==> src/rtl/pic_top.sv <==
// Programmable interrupt controller: latches requests, applies mask and fixed priority
// (IRQ0 highest), fully nested. Define PIC_IRQ_SYNC_EN to add a 2-flop irq_i synchronizer.
module pic_top #(
  parameter int NUM_IRQ = 8
) (
  input  logic               clk_i,
  input  logic               rst_i,
  input  logic               cyc_i,
  input  logic               stb_i,
  input  logic               we_i,
  input  logic [3:0]         sel_i,
  input  logic [31:0]        adr_i,
  input  logic [31:0]        dat_i,
  output logic [31:0]        dat_o,
  output logic               ack_o,
  input  logic [NUM_IRQ-1:0] irq_i,
  output logic               int_o
);

  logic [NUM_IRQ-1:0] irr, isr, imr, itr, irq_prev, irq_in;
  logic [NUM_IRQ-1:0] irr_next, isr_next, req;
  logic [3:0]         p_idx, s_idx;
  logic               eligible;
  logic               access, wr, rd, vec_ack, eoi_wr;
  logic [2:0]         reg_sel;
  logic [31:0]        rd_data;
  logic               unused_ok;

  assign unused_ok = ^{sel_i, adr_i[31:5], adr_i[1:0], dat_i};

`ifdef PIC_IRQ_SYNC_EN
  logic [NUM_IRQ-1:0] sync1, sync2;

  always_ff @(posedge clk_i) begin
    if (rst_i) begin
      sync1 <= '0;
      sync2 <= '0;
    end else begin
      sync1 <= irq_i;
      sync2 <= sync1;
    end
  end

  assign irq_in = sync2;
`else
  assign irq_in = irq_i;
`endif

  // A transaction is accepted only on the cycle where ack_o is about to rise.
  assign access  = cyc_i & stb_i & ~ack_o;
  assign wr      = access & we_i;
  assign rd      = access & ~we_i;
  assign reg_sel = adr_i[4:2];
  assign eoi_wr  = wr && (reg_sel == 3'd5);
  assign req     = irr & ~imr;

  always_comb begin
    p_idx = 4'd0;
    s_idx = 4'd0;
    for (int n = NUM_IRQ - 1; n >= 0; n--) begin
      if (req[n]) p_idx = 4'(n);
      if (isr[n]) s_idx = 4'(n);
    end
    eligible = (req != '0) && ((isr == '0) || (p_idx < s_idx));
    vec_ack  = rd && (reg_sel == 3'd4) && eligible;
  end

  // In edge mode a new edge overrides a same-cycle acknowledge clear.
  always_comb begin
    irr_next = irr;
    isr_next = isr;
    for (int n = 0; n < NUM_IRQ; n++) begin
      if (itr[n]) begin
        irr_next[n] = irq_in[n];
      end else begin
        if (vec_ack && (p_idx == 4'(n))) irr_next[n] = 1'b0;
        if (irq_in[n] && !irq_prev[n])   irr_next[n] = 1'b1;
      end
      if (vec_ack && (p_idx == 4'(n))) isr_next[n] = 1'b1;
      if (eoi_wr && ((dat_i[8] && (isr != '0) && (s_idx == 4'(n))) ||
                     (!dat_i[8] && (dat_i[3:0] == 4'(n)))))
        isr_next[n] = 1'b0;
    end
  end

  always_comb begin
    rd_data = '0;
    case (reg_sel)
      3'd0: rd_data[NUM_IRQ-1:0] = irr;
      3'd1: rd_data[NUM_IRQ-1:0] = imr;
      3'd2: rd_data[NUM_IRQ-1:0] = isr;
      3'd3: rd_data[NUM_IRQ-1:0] = itr;
      3'd4: if (eligible) rd_data = {1'b1, 27'b0, p_idx};
      default: rd_data = '0;
    endcase
  end

  always_ff @(posedge clk_i) begin
    if (rst_i) begin
      irr      <= '0;
      isr      <= '0;
      imr      <= '1;
      itr      <= '0;
      irq_prev <= '0;
      dat_o    <= '0;
      ack_o    <= 1'b0;
      int_o    <= 1'b0;
    end else begin
      ack_o    <= access;
      dat_o    <= rd ? rd_data : 32'h0;
      int_o    <= eligible;
      irr      <= irr_next;
      isr      <= isr_next;
      irq_prev <= irq_in;
      if (wr && (reg_sel == 3'd1)) imr <= dat_i[NUM_IRQ-1:0];
      if (wr && (reg_sel == 3'd3)) itr <= dat_i[NUM_IRQ-1:0];
    end
  end

endmodule

==> config.mk <==
export PLATFORM = sky130hd
export DESIGN_NAME = pic_top
export DESIGN_NICKNAME = d
export VERILOG_FILES = /design/src/rtl/pic_top.sv
export SDC_FILE = /design/constraint.sdc
export NUM_CORES = 1
export LEC_CHECK = 0
export ABC_AREA = 1
export CAP_MARGIN = 20
export CORE_MARGIN = 5
export CORE_UTILIZATION = 39
export CTS_CLUSTER_SIZE = 25
export DETAILED_ROUTE_END_ITERATION = 8
export GPL_TIMING_DRIVEN = 1
export PLACE_DENSITY = 0.78
export SKIP_LAST_GASP = 1
export SYNTH_ARGS = -nofsm -noshare
export SYNTH_HDL_FRONTEND = slang
export SYNTH_SLANG_ARGS = --single-unit
==> constraint.sdc <==
create_clock -name clk_i -period 1.95 [get_ports clk_i]
set_input_delay 0.39 -clock clk_i [delete_from_list [all_inputs] [get_ports clk_i]]
set_output_delay 0.39 -clock clk_i [all_outputs]
set_load 0.005 [all_outputs]
# After elaboration in Yosys (flattened, before gate mapping)

Cells that the tools add are included.

Add/sub/neg operators: 0
Multipliers: 0
Div/mod/pow operators: 0
$lt $le $gt $ge: 1
Equal/unequal tests: 26
Shift-type cells: 0
Multiplexer cells: 42
Bitwise operators: 10
Reductions and logical operators: 90

Operator list:

| operator           | number |
|---|---|
| $mux 4             | 14 |
| $eq 4x3->1 const B | 12 |
| $logic_and 1x1->1  | 47 |
| $pmux 8 s5         | 1 |
| $mux 32            | 1 |
| $eq 4x2->1 const B | 6 |
| $mux 1             | 24 |
| $reduce_bool 3->1  | 8 |
| $reduce_or 2->1    | 9 |
| $reduce_bool 8->1  | 2 |
| $eq 4x1->1 const B | 3 |
| $logic_not 4->1    | 3 |
| $logic_not 1->1    | 9 |
| $logic_or 1x1->1   | 9 |
| $and 8x8->8        | 1 |
| $logic_not 8->1    | 1 |
| $not 8->8          | 1 |
| $eq 3x2->1 const B | 2 |
| $eq 3x3->1 const B | 2 |
| $mux 3             | 2 |
| $and 1x1->1        | 4 |
| $lt 4x4->1         | 1 |
| $not 1->1          | 4 |
| $eq 3x1->1 const B | 1 |
| other kinds (2)    | 2 |

Register bits: 74
Bits in latches: 0
RAM bits: 0
Bits in read-only memories: 0
Input bits: 81
Output and inout port bits: 34
Word-level logic and storage cells: 192
Memories kept: 0

# Logic depth before layout (Yosys ltp)

Depth after elaboration: 18
Depth in mapped cells: 18
Gate-level depth less buffers: 18

# Worst setup path before layout

OpenSTA, ideal clock, no wires.

Path type: reg-to-reg
Start: register isr[6]
End: register irr[6]
Library setup time: 0.116 ns
Arrival time: 1.851 ns
Required time: 1.834 ns
Slack: -0.017 ns
Stages on the path, launching flop included: 15
Path buffers: 0
Period minus slack after synthesis: 1.967 ns
Cells stage by stage: dfxtp_1 > inv_1 > a211oi_1 > nor3_1 > nor3_1 > inv_1 > ha_1 > nand2_1 > nand2_1 > nand2_1 > nand2_2 > a21boi_4 > nand3_2 > nand2_1 > nand2_1

Longest elaborated chain between the ends: 13
Elaborated cells between the ends (all ways): 14
Classes of those cells: order compare: 1; mux: 7; reduce/logical: 6

Ends and longest elaborated chain:

| item                                 | line | text |
|---|---|---|
| start, declared                      | 20   | `logic [NUM_IRQ-1:0] irr, isr, imr, itr, irq_prev, irq_in;` |
| start signal, assigned               | 113  | `isr <= isr_next;` |
| $mux 4 (7 in a row)                  | 62   | `if (isr[n]) s_idx = 4'(n);` |
| $lt 4x4->1                           | 64   | `eligible = (req != '0) && ((isr == '0) \|\| (p_idx < s_idx));` |
| $logic_or 1x1->1 *                   | 64   |  |
| $logic_and 1x1->1 *                  | 64   |  |
| $logic_and 1x1->1 *                  | 65   | `vec_ack = rd && (reg_sel == 3'd4) && eligible;` |
| $logic_and 1x1->1 *                  | 76   | `if (vec_ack && (p_idx == 4'(n))) irr_next[n] = 1'b0;` |
| $reduce_bool 3->1 (no source line) * | -    |  |
| end signal, assigned                 | 112  | `irr <= irr_next;` |
| end, declared                        | 20   |  |

Every way passes the cells marked *; elsewhere a longest branch is shown, timed or not.
A chain may end at the register's enable or synchronous reset.

# Worst setup path after layout

Start: register isr[7]
End: register irr[3]

Longest elaborated chain between the ends: 14
Elaborated cells between the ends (all ways): 15
Classes of those cells: order compare: 1; mux: 8; reduce/logical: 6

Ends and longest elaborated chain:

| item                                 | line |
|---|---|
| $mux 3                               | 62 |
| $mux 4 (7 in a row)                  | 62 |
| $lt 4x4->1                           | 64 |
| $logic_or 1x1->1 *                   | 64 |
| $logic_and 1x1->1 *                  | 64 |
| $logic_and 1x1->1 *                  | 65 |
| $logic_and 1x1->1 *                  | 76 |
| $reduce_bool 3->1 (no source line) * | - |

Marked as above.

==> out/results.ini <==
[outcome]
outcome = complete, but fails checks
violations = negative setup slack

[critical_path]
crit_path_top_delay_cell = dfxtp_2
crit_fanout = 7
cp_cell_sequence = inv_2, a211oi_4, nor3_4, nor3_2, inv_1, ha_1, nand2_1, nand2_1, nand2_1, nand2_2, nand2_2, nand4_1, nand2_1, a21oi_1
cp.required_ns = 2.14
worstSetupPathType = reg2reg
startpoint_type = register
max_stage_delay_ns = 0.34
path_common_cell = nand2_1
critPathArrivalTime_ns = 2.34
path_delay_family = simple AND/OR/NAND/NOR gates
crit_buf_inv = 2
end_kind = register

[run]
maxCapViolations = 0

[sta]
slew_violations = 0
hold_viol = 0
clock_skew_ns = 0.0131
grt_setup_unrepaired = yes
timing.final.crit_period_ns = 2.16
period_share_pct = 111
max_freq_ghz = 0.464
setup_violations = 21
worst_slack_ns = -0.206

[route]
vias = 2797
vias_per_cell = 5.06
drt_iter0_drc = 209
dr.pass1.iters = 5
drt_wl_total_um = 7780
antenna_left = 0
drc = 0
avgRoutedWirePerCell_um = 14.1

[synth]
synthArstFlopShare_pct = 0
synth_cell_types = 32
syn_inst = 387
ys_dominant_reg_cell = dfxtp_1
synth-seq-cells = 51
synthTopCellsByArea = dfxtp_1 (38%), nand2_1 (11%), inv_1 (7.9%), nor2_1 (6.5%), buf_4 (6.4%)
yosysTopAreaCell = dfxtp_1
synth_top_cell_area_share_pct = 37.8
yosysMostFrequentCell = nand2_1
synth_area_per_cell_um2 = 6.98
yosysWarningCount = 0
yosys-top-cells-count = nand2_1 (79), inv_1 (57), dfxtp_1 (51)
yosysSeqAreaShare_pct = 37.8
synth_edf_count = 0
synth_area_um2 = 2700

[placed_design]
io_buffers = 35
dpl_worst_slack_ns = -0.227
place.gp.congestion = 0.893
dp_hpwl_um = 6040
dp_cells = 544

[layout]
seq_area_um2 = 1020
fin_cells = 553
fillers = 640
antenna_cells = 0
drive_gt1_share_pct = 18.8
multiInputGateArea_um2 = 1390
nets = 555
synthToLayoutAreaGrowth_pct = 32.1

[floorplanning]
core_area_um2 = 6760
start_util_pct = 40.0
die_x_um = 93.2
pin_count = 115
die_h_um = 93.2
dieArea_um2 = 8690
rows = 30

[clock_network]
root_buffer = clkbuf_8
clockBufferDepth = 2
clk_pin_slew_ns = 0.10
cts_made_buffers = 5
h-tree-depth = 2
clock_latency_ns = 0.31
cts_tree = yes
cts_num_sinks = 51

[global_routing]
grt_first_pass_wirelength_um = 12500
grt_pass1_vias = 2629
antenna_found_initial = 0
grt_max_degree = 24
grt.total_usage_pct = 18.2
grt_overflow_total = 0

[pwr]
vdd_drop_max_mv = 0.402
power.density_nw_per_um2 = 545
finalPower_mw = 1.94
leakage_nw = 1.57

[worst_hold_path]
holdCritPathClass = reg2reg

==> flip-flops by register name, indices dropped and copies added (netlist names) <==
register	cells
dat_o	9
imr	8
irq_prev	8
irr	8
isr	8
itr	8
ack_o	1
int_o	1
==> metrics by stage <==
| step | hold WS, ns | setup TNS (ns) | utilization [%] | cell area, um^2 |
|---|---|---|---|---|
| 2_1_floorplan | 0.438 | 0 | - | 2790 |
| 3_3_place_gp | 0.458 | -2.80 | 50.6 | 3420 |
| 3_5_place_dp | 0.466 | -3.49 | 50.6 | 3420 |
| 4_1_cts | 0.481 | -1.65 | 52.3 | 3530 |
| 5_1_grt | 0.505 | -5.35 | 52.8 | 3570 |
| 6_report | 0.482 | -2.93 | 52.8 | 3570 |
==> final timing paths <==
kind	from	end	slack, ns	depth (start not counted)
setup reg to reg	isr[7]	irr[3]	-0.21	14
setup / recovery	isr[7]	irr[3]	-0.21	14
hold reg to reg	itr[5]	itr[5]	0.48	2
hold / removal	itr[5]	itr[5]	0.48	2
==> layout by cell type, fill, tap and decap left out, types with 6 or more instances in the layout <==
cell type         n
buf_4            49
nand3_1           7
nand2_1          79
a21oi_2           7
nand4_1           8
o21ai_1           6
conb_1           23
o21ai_0          18
o22ai_1          15
inv_1            56
nor2_1           47
clkdlybuf4s50_1  35
a221oi_1          7
dfxtp_1          48
a21oi_1          19
==> layout make-up <==
cell class                 count  area share, %
clock inverter                 3          0.561
multi-input combinational    268           38.8
timing repair buffer          85           20.7
tap                           80           2.81
inverter                      61           6.42
sequential                    51           28.7
clock buffer                   5           1.93
==> logic make-up (layout without fill, tap and decap cells) <==
kind of cell | after synthesis | count (layout) | synth area share [%]
buffers and inverters | 90 | 154 | 15.8
other | 1 | 23 | 0.139
adder cells (fa/ha/maj) | 2 | 2 | 0.927
AND/OR/NAND/NOR | 162 | 162 | 27.0
flip-flops | 51 | 51 | 37.8
AO/OA/AOI/OAI | 81 | 81 | 18.4
==> routing by layer <==
layer / track usage (%) / part of all wire, %
met4: 6.11 / 1.5
met5: 0 / 0
met3: 3.22 / 6.4
met2: 30.8 / 49
met1: 23.3 / 43
==> timing repair <==
action | 4_1_cts | 5_1_grt
pin swaps | 4 | 2
setup endpoints to repair | 21 | 21
setup buffers | 0 | 1
gates resized for setup | 8 | 6
hold buffers | 0 | 0
==> tightest hold or removal path, cell delays in order, from the launching register on <==
cell	delay (ns)
dfxtp_1	0.33
inv_1	0.06
a21oi_1	0.05
==> report_power, final <==
group / internal [mW] / switching, mW
logic: 0.116 / 0.136
registers: 1.07 / 0.0109
clock network: 0.250 / 0.364
Note: power is estimated with default switching activity, not from simulation.
